[src/rtl/jtag_ir_dr.sv]
// JTAG instruction register plus IDCODE / USER / BYPASS data registers, clocked in the TCK domain.
// Define JTAG_USERDR_EN to build the 16-bit USER data register; without it, code 4'b1000 acts as BYPASS.
module jtag_ir_dr #(
    parameter logic [31:0] IDCODE_VAL = 32'h1234_5679
) (
    input  logic        clk,
    input  logic        trst,
    input  logic        tdi,
    input  logic        captureIR,
    input  logic        shiftIR,
    input  logic        updateIR,
    input  logic        captureDR,
    input  logic        shiftDR,
    input  logic        updateDR,
    input  logic        enable,
    output logic        tdo,
    output logic        tdo_oe,
    output logic [3:0]  ir_out,
    input  logic [15:0] user_in,
    output logic [15:0] user_out,
    output logic        user_update,
    output logic [5:0]  shift_cnt
);

    localparam logic [3:0] IR_IDCODE  = 4'b0001;
    localparam logic [3:0] IR_CAPTURE = 4'b0101;
    localparam logic [5:0] CNT_MAX    = 6'd63;

    localparam logic [2:0] OP_NONE = 3'd0;
    localparam logic [2:0] OP_CIR  = 3'd1;
    localparam logic [2:0] OP_SIR  = 3'd2;
    localparam logic [2:0] OP_UIR  = 3'd3;
    localparam logic [2:0] OP_CDR  = 3'd4;
    localparam logic [2:0] OP_SDR  = 3'd5;
    localparam logic [2:0] OP_UDR  = 3'd6;

    logic [2:0]  op;
    logic [3:0]  ir_q, ir_d;
    logic [3:0]  ir_shift_q, ir_shift_d;
    logic [31:0] id_sr_q, id_sr_d;
    logic        byp_q, byp_d;
    logic [5:0]  cnt_q, cnt_d;
    logic [5:0]  cnt_inc;
    logic        sel_id;
    logic        sel_user;
    logic        user_tdo;

    // Only one strobe acts per cycle even if the TAP misbehaves.
    always_comb begin
        op = OP_NONE;
        if (captureIR)      op = OP_CIR;
        else if (shiftIR)   op = OP_SIR;
        else if (updateIR)  op = OP_UIR;
        else if (captureDR) op = OP_CDR;
        else if (shiftDR)   op = OP_SDR;
        else if (updateDR)  op = OP_UDR;
    end

    assign sel_id  = (ir_q == IR_IDCODE);
    assign cnt_inc = (cnt_q == CNT_MAX) ? cnt_q : cnt_q + 6'd1;

    always_comb begin
        ir_d       = ir_q;
        ir_shift_d = ir_shift_q;
        id_sr_d    = id_sr_q;
        byp_d      = byp_q;
        cnt_d      = cnt_q;
        case (op)
            OP_CIR: begin
                ir_shift_d = IR_CAPTURE;
                cnt_d      = 6'd0;
            end
            OP_SIR: begin
                ir_shift_d = {tdi, ir_shift_q[3:1]};
                cnt_d      = cnt_inc;
            end
            OP_UIR: ir_d = ir_shift_q;
            OP_CDR: begin
                cnt_d = 6'd0;
                if (sel_id)         id_sr_d = IDCODE_VAL;
                else if (!sel_user) byp_d   = 1'b0;
            end
            OP_SDR: begin
                cnt_d = cnt_inc;
                if (sel_id)         id_sr_d = {tdi, id_sr_q[31:1]};
                else if (!sel_user) byp_d   = tdi;
            end
            default: ;
        endcase
    end

    always_ff @(posedge clk) begin
        if (!trst) begin
            ir_q       <= IR_IDCODE;
            ir_shift_q <= 4'd0;
            id_sr_q    <= 32'd0;
            byp_q      <= 1'b0;
            cnt_q      <= 6'd0;
        end else begin
            ir_q       <= ir_d;
            ir_shift_q <= ir_shift_d;
            id_sr_q    <= id_sr_d;
            byp_q      <= byp_d;
            cnt_q      <= cnt_d;
        end
    end

`ifdef JTAG_USERDR_EN
    localparam logic [3:0] IR_USER = 4'b1000;

    logic [15:0] us_q, us_d;
    logic [15:0] uo_q, uo_d;
    logic        upd_q, upd_d;

    assign sel_user = (ir_q == IR_USER);

    always_comb begin
        us_d  = us_q;
        uo_d  = uo_q;
        upd_d = 1'b0;
        if (sel_user) begin
            case (op)
                OP_CDR: us_d = user_in;
                OP_SDR: us_d = {tdi, us_q[15:1]};
                OP_UDR: begin
                    uo_d  = us_q;
                    upd_d = 1'b1;
                end
                default: ;
            endcase
        end
    end

    always_ff @(posedge clk) begin
        if (!trst) begin
            us_q  <= 16'd0;
            uo_q  <= 16'd0;
            upd_q <= 1'b0;
        end else begin
            us_q  <= us_d;
            uo_q  <= uo_d;
            upd_q <= upd_d;
        end
    end

    assign user_tdo    = us_q[0];
    assign user_out    = uo_q;
    assign user_update = upd_q;
`else
    logic unused_user_in;

    assign unused_user_in = ^user_in;
    assign sel_user       = 1'b0;
    assign user_tdo       = 1'b0;
    assign user_out       = 16'd0;
    assign user_update    = 1'b0;
`endif

    // The IR path owns tdo only while shiftIR is asserted; otherwise the selected DR drives it.
    always_comb begin
        if (shiftIR)       tdo = ir_shift_q[0];
        else if (sel_id)   tdo = id_sr_q[0];
        else if (sel_user) tdo = user_tdo;
        else               tdo = byp_q;
    end

    assign tdo_oe    = enable;
    assign ir_out    = ir_q;
    assign shift_cnt = cnt_q;

endmodule

[config.mk]
export PLATFORM = sky130hd
export DESIGN_NAME = jtag_ir_dr
export DESIGN_NICKNAME = d
export VERILOG_FILES = /design/src/rtl/jtag_ir_dr.sv
export SDC_FILE = /design/constraint.sdc
export NUM_CORES = 1
export LEC_CHECK = 0
export ABC_AREA = 1
export CAP_MARGIN = 30
export CORE_MARGIN = 2
export CORE_UTILIZATION = 43
export DETAILED_ROUTE_END_ITERATION = 7
export PLACE_DENSITY_LB_ADDON = 0.12
export SLEW_MARGIN = 10
export SYNTH_ARGS = -nofsm -noshare
export SYNTH_HDL_FRONTEND = slang
export SYNTH_SLANG_ARGS = --single-unit
[constraint.sdc]
create_clock -name clk -period 1.2 [get_ports clk]
set_input_delay 0.24 -clock clk [delete_from_list [all_inputs] [get_ports clk]]
set_output_delay 0.24 -clock clk [all_outputs]
set_load 0.02 [all_outputs]
# Word level (Yosys, flattened, before mapping)
# Cells that the tools add are included.
# totals
ff_bits	47
input_bits	26
output_inout_bits	29
wordCells	43
# classes
add_sub_neg	1
eq_ne	12
muxes	17
reduce_logical	8
# ops
cell	count
$mux 32	2
$pmux 32 s2	1
$mux 3	6
$pmux 6 s2	1
$ne 2x2->1 const B	5
$pmux 4 s2	1
$add 6x1->6 const B	1
$eq 3x2->1 const B	2
$eq 3x3->1 const B	2
$eq 6x6->1 const B	1
$mux 6	1
$reduce_and 3->1	2
$reduce_bool 2->1	3
$eq 4x1->1 const B	1
$mux 1	4
$reduce_or 2->1	2
$eq 3x1->1 const B	1
$pmux 1 s2	1
$reduce_and 2->1	1

# Depth between registers and ports, before layout
# Gate-level depths: netlist of run 1.
# logic_depth
depth_word	10
ltp_mapped	10

# Least setup slack after synthesis of run 1
# No wires, ideal clock.
# synth_path
path_type	reg-to-reg
start	register cnt_q[1] (netlist: shift_cnt[1])
end	register cnt_q[4] (netlist: shift_cnt[4])
setup_ns	0.071
t_arrival_ns	1.391
required_time_ns	1.129
slack_ns	-0.262
path_stages_with_launch	8
n_path_buf	0
path_cell_list	dfxtp_1 -> ha_1 -> nand2_1 -> nor2_1 -> nand3_1 -> nand2_4 -> nand3_1 -> a21oi_1
# synth_between
elab_chain_cells	3
elab_cells_between_ends	6
# synth_lines
item	line	rtl
start: declaration	42	logic [5:0] cnt_q, cnt_d;
start signal: assignment	104	cnt_q <= cnt_d;
$add 6x1->6 / $eq 6x6->1 (equally long branches)	60	assign cnt_inc = (cnt_q == CNT_MAX) ? cnt_q : cnt_q + 6'd1;
$mux 6 / $ne 2x2->1 (equally long branches)	--	
$pmux 6 s2 / $reduce_and 2->1 (equally long branches)	--	
# Several ways; a longest one is shown, not always the timed one. The select of a mux whose other input is x is not followed.
# A chain may end at the register's enable or synchronous reset.

# Worst setup path after layout of run 1
# layout_path
start	register ir_q[3] (netlist: ir_out[3])
end	output port tdo
# layout_between
elab_chain_cells	3
# layout_lines
item	line	rtl
start: declaration	38	logic [3:0] ir_q, ir_d;
start signal: assignment	100	ir_q <= ir_d;
$eq 4x1->1	59	assign sel_id = (ir_q == IR_IDCODE);
$mux 1	162	else if (sel_id) tdo = id_sr_q[0];
$mux 1	161	if (shiftIR) tdo = ir_shift_q[0];
end: declaration	16	output logic tdo,
# No other way between the ends.

==> results of run 1 <==
timing repair:
action                                  in CTS  in global routing
cloned                                       4                  0
resized for setup                           62                 24
buffers inserted                             6                  2
hold buffers                                 0                  0
pin swaps                                   11                 14
endpoints found under the setup margin      58                 44
layout make-up:
class,instances,area share [%]
tap,54,2.465
multi-input combinational,192,39.80
inverter,17,2.875
timing repair inverter,3,0.6390
sequential,47,35.05
clock buffer,8,3.651
timing repair buffer,50,15.52
through the flow:
step	hold WS (ps)	setup TNS [ps]	instance area, sq um	std cells	worst slack (ps)
after CTS	462.2	-6758	2676	369	-266.3
after detailed placement	449.9	-24870	2435	351	-643.1
after global routing	471.6	-9733	2741	371	-314.8
after global placement	444.2	-24240	2435	351	-606.9
after floorplan	373.7	-736.1	2178	282	-46.27
final	457.9	-6706	2741	371	-247.6
metal layers:
| layer | global-route usage [%] | up-vias |
|---|---|---|
| li1 | - | 929 |
| met1 | 22.98 | 805 |
| met2 | 28.48 | 25 |
| met3 | 2.901 | 2 |
| met4 | 7.407 | 0 |
| met5 | 0 | - |
power groups by stage:
| stage | clock (uW) | combinational, uW | sequential (uW) |
|---|---|---|---|
| finish | 1020 | 454 | 1630 |
| global route | 1110 | 500 | 1630 |
| detailed placement | 0 | 398 | 1660 |
| floorplan | 0 | 276 | 1680 |
| CTS | 1070 | 437 | 1630 |
| global placement | 0 | 398 | 1660 |
worst min-delay path by stage:
stage | depth (start not counted) | from | end
4_1_cts | 2 | id_sr_q[30] | id_sr_q[29]
3_5_place_dp | 2 | id_sr_q[10] | id_sr_q[9]
3_3_place_gp | 2 | id_sr_q[10] | id_sr_q[9]
5_1_grt | 2 | id_sr_q[8] | id_sr_q[7]
2_1_floorplan | 2 | captureIR | ir_shift_q[2]
6_report | 2 | id_sr_q[30] | id_sr_q[29]
cell usage in the layout (no fill, tap or decap), types with 2 or more instances in the layout:
cell type,instances
nand2_4,2
a21oi_2,8
dfxtp_4,4
inv_4,2
conb_1,17
buf_4,26
nor2_2,6
dfxtp_2,4
nand4_1,2
a21oi_1,25
dlygate4sd2_1,5
nand3_1,5
nand2_2,10
inv_2,6
nor2_1,28
clkdlybuf4s50_1,2
o21ai_0,22
clkdlybuf4s15_2,3
inv_1,8
buf_6,6
clkbuf_8,7
nand3_2,4
nand3_4,2
clkdlybuf4s15_1,2
clkbuf_2,4
nand2_1,47
nor2_4,3
dfxtp_1,39
state kept, by name, indices dropped and copies added (netlist names):
signal	cells
ir_out	4
ir_shift_q	4
shift_cnt	6
byp_q	1
id_sr_q	32
cells by family (layout without fill, tap and decap cells):
group,count (synthesis),count (layout),synth area share (%)
simple gates,115,115,25.38
compound gates,58,58,15.10
flops,47,47,46.33
buf+inv,43,78,11.95
fa+ha+maj,1,1,0.6160
other cells,1,17,0.1847
xor+xnor,1,1,0.4314
worst min-delay path, delay by kind of cell, from the launching register on:
| kind | cells | cell delay (ps) |
|---|---|---|
| DFF | 1 | 310 |
| and+or+nand+nor | 1 | 60 |
| AOI/OAI and AO/OA | 1 | 50 |
==> impl_metrics.toml, run 1 <==
[status]
outcome = "finished, violations left"
violations = "negative setup slack"

[yosys]
synth_edf_count = 0
synth_area_per_cell_sq_um = 7.634
synth_top_cell_by_area = "dfxtp_1"
yosysMostFrequentCell = "nand2_1"
async_reset_ff_share_pct = 0
synth_ff_type = "dfxtp_1"
yosysWarnings = 0
synthCells = 266
netlist_top_cells_count = "57 x nand2_1, 47 x dfxtp_1, 36 x nor2_1"
synth.area.top_cells = "dfxtp_1 46%, nand2_1 11%, a21oi_1 8.1%"
netlist_area_sq_um = 2031
yosys.area.top_type_share_pct = 46.33
yosysSeqAreaShare_pct = 46.33
synth.distinct_cells = 31
ys_seq_elements = 47

[clock_network]
worstSkewPairLatency_ps = 290
cts_tree = "yes"
numClockSinks = 47
clockRootBuffer = "clkbuf_8"
cts_made_buffers = 5
cts_max_level = 2
clk_pin_slew_ps = 80
clock_path_buffers = 2

[critical_path]
crit_chain = "inv_2 > nand4_4 > inv_2 > nand2_2 > a31oi_2 > buf_4"
crit_cells = 6
crit_type = "reg -> out"
crit_buf_inv = 3
ff2ff_setup_slack_ps = -230
cpLargestDelayFamily = "flip-flops"
crit_path_end = "tdo"
cp_max_fo = 3
slowest_delay_ps = 330
endpoint_kind = "primary output"
worstPathArrival_ps = 1210
slowest_stage = "dfxtp_2"
timing.rr.end = "id_sr_q[5]"
start_kind = "flop"
reg2reg_depth = 9
required_ps = 960
setup.worst_path.start = "ir_out[3]"
r2r-start = "ir_out[3]"
crit_top_cell = "inv_2"

[floorplan]
die_w_microns = 72.72
start_util_pct = 43.86
design.die.area_sq_um = 5288
die_h_microns = 72.72
rows = 25
coreArea_sq_um = 4629
pin_count = 55

[global_routing]
grtUsageTotal_pct = 17.50
grt_pass1_wl_mm = 7.279
gr-total-overflow = 0
grt_antenna_before_repair = 0
grt_pass1_vias = 1591
grt_max_degree = 26

[hold_path]
holdCritPathClass = "reg -> reg"

[power]
swShare_pct = 25.77
power_density_nw_per_um2 = 1131
p_int_uw = 2302
net-switching-power_uw = 799.1
irDropWorstVdd_v = 0.0008648
power_frac_seq_pct = 52.5
p_total_uw = 3101
p_clk_share_pct = 32.9
p_leak_uw = 0.001132
power_frac_comb_pct = 14.6

[cells_and_area]
multi_input_area_sq_um = 1091
num_antenna_cells = 0
fill_cells = 444
final-seq-area_sq_um = 960.9
final_util_pct = 59.22
final_layout_size_suffix_gt1_share_pct = 35.02
final_nets = 343
syn2layout_area_growth_pct = 35.00

[sta]
setup_violations = 38
min_period_over_period_pct = 120.6
clock.fmax_mhz = 690.8
finalHoldViolCount = 0
rsz0062_at_grt = "true"
min_period_ps = 1448
drv_slew = 0
timing.final.ws_setup_ps = -247.6
finClkSkew_ps = 5.500

[detailed_routing]
dr.first_iter.drc_count = 35
routed_wl_mm = 4.329
drc = 0
dr.pass1.iters = 4
drtAntennaViolNets = 0
wl_per_cell_microns = 11.67
routed-wl-met2_mm = 2.014
wl_met3_microns = 126
wl_met1_mm = 2.163
via_per_inst = 4.747
vias = 1761
highest-signal-layer = "met4"

[placement]
gp_congestion = 0.7626
dpl.hpwl_mm = 2.672
port_buffers = 18

[flow_run]
drv_cap = 0
Note: power is estimated with default switching activity, not from simulation.
==> run 2: changes to the inputs <==
--- a/config.mk
+++ b/config.mk
@@ -7,7 +7,7 @@
 export LEC_CHECK = 0
 export ABC_AREA = 1
 export CAP_MARGIN = 30
-export CORE_MARGIN = 2
+export CORE_MARGIN = 4
 export CORE_UTILIZATION = 43
 export DETAILED_ROUTE_END_ITERATION = 7
 export PLACE_DENSITY_LB_ADDON = 0.12
==> run 2 against run 1 <==
The flow still finishes with violations (negative setup slack); clock-buffer cell count shrank 1; utilization grew 7.6 points; non-clock buffer count grew 4; wire length grew 8.7%; power grew 5.0%; via count grew 3.6%; die area grew 11%; clock power grew 11%; largest cell class unchanged; highest routed layer unchanged.
==> impl_metrics.toml, run 2 (synthesis results as in run 1) <==
[detailed_routing]
via_per_inst = 4.893
dr.first_iter.drc_count = 35
drc = 0
dr.pass1.iters = 5
wl_per_cell_microns = 12.61
routed_wl_mm = 4.705
drtAntennaViolNets = 0
vias = 1825

[global_routing]
gr-total-overflow = 0
grt_pass1_vias = 1632
grt_antenna_before_repair = 0
grt_max_degree = 24
grt_pass1_wl_mm = 7.389
grtUsageTotal_pct = 15.30

[sta]
min_period_over_period_pct = 124.4
finalHoldViolCount = 0
rsz0062_at_grt = "true"
clock.fmax_mhz = 669.7
timing.final.ws_setup_ps = -293.2
hold_ws_ps = 456.7
setup_violations = 37
drv_slew = 0
min_period_ps = 1493
finClkSkew_ps = 4.279

[critical_path]
cp_max_fo = 3
crit_buf_inv = 3
required_ps = 960
slowest_delay_ps = 360
r2r-start = "ir_out[1]"
endpoint_kind = "primary output"
start_kind = "flop"
cpLargestDelayFamily = "flip-flops"
crit_cells = 6
crit_chain = "inv_4 > nand4_4 > inv_2 > nand2_2 > a31oi_2 > buf_4"
reg2reg_depth = 9
ff2ff_setup_slack_ps = -210
crit_type = "reg -> out"
worstPathArrival_ps = 1250
timing.rr.end = "id_sr_q[5]"
slowest_stage = "dfxtp_4"

[clock_network]
cts_max_level = 2
clock_path_buffers = 2
cts_made_buffers = 5
worstSkewPairLatency_ps = 300
cts_tree = "yes"
numClockSinks = 47
ctsHoldBuffers = 0
clockRootBuffer = "clkbuf_8"
clk_pin_slew_ps = 90

[placement]
dpl.hpwl_mm = 2.802
gp_congestion = 0.7914
place_area_sq_um = 2440
port_buffers = 18
dpl.cell_count = 350
pre_cts_ws_ps = -645.8

[floorplan]
rows = 24
die_w_microns = 76.72
start_util_pct = 45.39
design.die.area_sq_um = 5886
coreArea_sq_um = 4474
die_h_microns = 76.72
pin_count = 55

[cells_and_area]
final-instance-count-excl-fill = 373
regMostFlops = "id_sr_q"
syn2layout_area_growth_pct = 47.32
layout_commonest_cell = "dfxtp_1"
final_nets = 347
num_antenna_cells = 0
stdcell_area_sq_um = 2992
final_layout_size_suffix_gt1_share_pct = 46.11
largest_reg_flops = 32
mostFrequentLayoutCells = "39 x dfxtp_1, 37 x nand2_1, 23 x buf_4, 20 x nor2_1, 20 x o21ai_0"

[hold_path]
holdCritPathClass = "reg -> reg"
hold_start = "id_sr_q[12]"
hold_depth = 2
worstHoldEndpoint = "id_sr_q[11]"

[status]
outcome = "finished, violations left"
violations = "negative setup slack"

[power]
irDropWorstVdd_v = 0.0007484
p_leak_uw = 0.001296
power_density_nw_per_um2 = 1089

[flow_run]
drv_cap = 0
==> run 2: changes by cell type in the layout (fill, tap and decap cells not counted), moves of 6 or more <==
cell,delta
a21oi_1,-10
a21oi_2,+10
buf_6,+6
nand2_1,-10
nand2_4,+8
nor2_1,-8
nor2_4,+11
==> run 2: layout make-up <==
cell class / count / area (sq um)
Clock buffer: 7 / 107.6
Timing Repair Buffer: 54 / 474.2
Fill cell: 375 / 1483
Tap cell: 52 / 65.06
Multi-Input combinational cell: 192 / 1270
Sequential cell: 47 / 960.9
Inverter: 17 / 83.83
Timing Repair inverter: 3 / 25.02
Clock inverter: 1 / 5.005
==> run 2: report_power, final <==
group / total, uW / internal, uW / switching (uW) / leakage (uW)
logic: 490 / 191 / 299 / 0.000852
clock network: 1130 / 591 / 539 / 0.0000594
registers: 1640 / 1600 / 37.1 / 0.000385
==> run 2: tightest hold or removal path, stage by stage, from the launching register on <==
cell,delay [ps]
dfxtp_1,310
nand2_1,50
a21oi_1,50
==> run 2: worst max path at each step <==
stage	from	endpoint	slack, ps
2_1_floorplan	ir_out[1]	id_sr_q[17]	-50
3_3_place_gp	shiftIR	shift_cnt[3]	-610
3_5_place_dp	shiftIR	tdo	-650
4_1_cts	ir_out[3]	tdo	-330
5_1_grt	ir_out[1]	tdo	-370
6_report	ir_out[1]	tdo	-290
==> run 2: per-layer routing <==
| layer | share of wire, % | vias to the layer above | routed length (microns) | track usage [%] |
|---|---|---|---|---|
| met4 | 1.1 | 0 | 51 | 6.159 |
| met1 | 46 | 849 | 2149 | 18.76 |
| met3 | 4.4 | 5 | 208 | 3.747 |
| met5 | 0 | - | 0 | 0 |
| met2 | 49 | 33 | 2295 | 25.61 |
| li1 | - | 938 | - | - |
==> run 2: timing repair <==
action                                  in CTS  in global routing
pin swaps                                   20                 23
endpoints found under the setup margin      58                 49
resized for setup                           63                 94
buffers inserted                             9                  5
cloned                                       3                  0
==> run 2: stage by stage <==
stage | total power, uW | utilization, % | TNS (ps)
after floorplan | 1952 | - | -736.1
after global placement | 2064 | 54.53 | -24830
after detailed placement | 2065 | 54.53 | -25550
after CTS | 3232 | 60.35 | -6955
after global routing | 3397 | 66.86 | -7910
final | 3258 | 66.86 | -5050
==> run 3: changes to the inputs <==
--- a/config.mk
+++ b/config.mk
@@ -8,7 +8,7 @@
 export ABC_AREA = 1
 export CAP_MARGIN = 30
 export CORE_MARGIN = 4
-export CORE_UTILIZATION = 43
+export CORE_UTILIZATION = 47
 export DETAILED_ROUTE_END_ITERATION = 7
 export PLACE_DENSITY_LB_ADDON = 0.12
 export SLEW_MARGIN = 10
==> constraint.sdc (replaced) <==
create_clock -name clk -period 1.4 [get_ports clk]
set_input_delay 0.28 -clock clk [delete_from_list [all_inputs] [get_ports clk]]
set_output_delay 0.28 -clock clk [all_outputs]
set_load 0.02 [all_outputs]
==> run 3 against run 2 <==
The flow still finishes with violations (negative setup slack); power down 14%; via count is 4.4% lower; non-clock buffer count is 6 lower; critical endpoint unchanged.
==> impl_metrics.toml, run 3 (synthesis results as in run 1) <==
[status]
outcome = "finished, violations left"
violations = "negative setup slack"

[power]
p_leak_uw = 0.001163
power_frac_comb_pct = 13.6
p_total_uw = 2796
swShare_pct = 24.77
power_frac_seq_pct = 50.1
p_clk_share_pct = 36.3
p_int_uw = 2103
net-switching-power_uw = 692.7
irDropWorstVdd_v = 0.0007692
power_density_nw_per_um2 = 1026

[floorplan]
coreArea_sq_um = 4086
start_util_pct = 49.69
die_h_microns = 73.73
rows = 23
design.die.area_sq_um = 5436
pin_count = 55
die_w_microns = 73.73

[detailed_routing]
wl_per_cell_microns = 11.57
drc = 0
dr.first_iter.drc_count = 118
drtAntennaViolNets = 0
vias = 1745
routed_wl_mm = 4.223
via_per_inst = 4.781
dr.pass1.iters = 4

[clock_network]
clk_pin_slew_ps = 80
clockRootBuffer = "clkbuf_8"
cts_tree = "yes"
clock_path_buffers = 2
cts_max_level = 2
cts_made_buffers = 5
worstSkewPairLatency_ps = 300
numClockSinks = 47

[global_routing]
gr-total-overflow = 0
grtUsageTotal_pct = 16.67
grt_antenna_before_repair = 0
grt_pass1_vias = 1576
grt_max_degree = 26
grt_pass1_wl_mm = 7.024

[cells_and_area]
largest_reg_flops = 32
num_antenna_cells = 0
multi_input_area_sq_um = 1044
layout_commonest_cell = "nand2_1"
final_nets = 341
final-seq-area_sq_um = 950.9
regMostFlops = "id_sr_q"
final_layout_size_suffix_gt1_share_pct = 30.79
syn2layout_area_growth_pct = 34.26
fill_cells = 361
mostFrequentLayoutCells = "52 x nand2_1, 43 x dfxtp_1, 25 x nor2_1, 23 x buf_4"

[sta]
rsz0062_at_grt = "true"
clock.fmax_mhz = 667.7
finalHoldViolCount = 0
finalSetupTns_ps = -362.3
finClkSkew_ps = 7.355
drv_slew = 0
timing.final.ws_setup_ps = -97.60
min_period_ps = 1498
setup_violations = 12
min_period_over_period_pct = 107.0

[flow_run]
drv_cap = 0

[critical_path]
start_kind = "flop"
cp_max_fo = 3
crit_type = "reg -> out"
required_ps = 1120
worstPathArrival_ps = 1220
crit_buf_inv = 3
crit_chain = "inv_2 > nand4_4 > inv_2 > nand2_2 > a31oi_2 > buf_4"
slowest_stage = "dfxtp_2"
crit_top_cell = "inv_2"
slowest_delay_ps = 330
cpLargestDelayFamily = "flip-flops"
endpoint_kind = "primary output"

[hold_path]
holdCritPathClass = "reg -> reg"

[placement]
port_buffers = 18
gp_congestion = 0.7467
dpl.hpwl_mm = 2.728
==> run 3: changes by cell type in the layout (fill, tap and decap cells not counted), moves of 5 or more <==
cell / previous run / this run
nor2_2: 3 / 10
dlygate4sd2_1: 4 / 11
a21oi_1: 15 / 20
nand3_1: 4 / 9
nand2_2: 12 / 6
nor2_4: 14 / 2
nand2_4: 10 / 2
nand2_1: 37 / 52
nor2_1: 20 / 25
buf_6: 12 / 4
==> run 3: worst min-delay path, cell delays in order, from the launching register on <==
cell     delay [ps]
dfxtp_1         320
nand2_1          60
a21oi_1          50
==> run 3: worst paths after layout <==
path | slack (ps) | startpoint | end | cells after the start
setup / recovery | -100 | ir_out[3] | tdo | 6
hold reg to reg | 460 | id_sr_q[20] | id_sr_q[19] | 2
setup reg to reg | -60 | ir_out[3] | id_sr_q[28] | 10
hold / removal | 460 | id_sr_q[20] | id_sr_q[19] | 2
==> run 3: final cells by class <==
| cell class | count | share of cell area [%] |
|---|---|---|
| Sequential cell | 47 | 34.88 |
| Tap cell | 50 | 2.295 |
| Timing Repair inverter | 3 | 1.147 |
| Timing Repair Buffer | 48 | 16.48 |
| Inverter | 17 | 2.616 |
| Clock buffer | 6 | 3.029 |
| Multi-Input combinational cell | 192 | 38.27 |
| Clock inverter | 2 | 1.285 |
==> run 3: power by group through the flow <==
stage / Clock, uW / Combinational, uW / Sequential, uW
floorplan: 0 / 227 / 1440
global placement: 0 / 324 / 1430
detailed placement: 0 / 326 / 1430
CTS: 1050 / 362 / 1400
global route: 1110 / 420 / 1400
finish: 1020 / 381 / 1400
==> run 3: per-layer routing <==
metal  up-vias  share of wire [%]  GRT usage, %
li1        919                  -             -
met1       788                 48         21.24
met2        32                 46         26.77
met3         6                4.6         5.062
met4         0                1.3         5.433
met5         -                  0             0
==> run 3: what timing repair did <==
item,in CTS,in global routing
endpoints found under the setup margin,49,44
cloned,2,1
buffers inserted,6,2
gates resized for setup,42,41
hold buffers,0,0
pin swaps,7,10
==> run 3: per-stage QoR <==
stage / hold WS (ps) / worst slack [ps] / instances / area, sq um / utilization, %
floorplan: 413.7 / 13.40 / 282 / 2100 / -
global placement: 440.9 / -481.8 / 346 / 2344 / 57.35
detailed placement: 451.8 / -508.5 / 346 / 2344 / 57.35
CTS: 463.4 / -128.7 / 362 / 2586 / 63.29
global route: 483.4 / -172.3 / 365 / 2726 / 66.72
finish: 462.6 / -97.60 / 365 / 2726 / 66.72
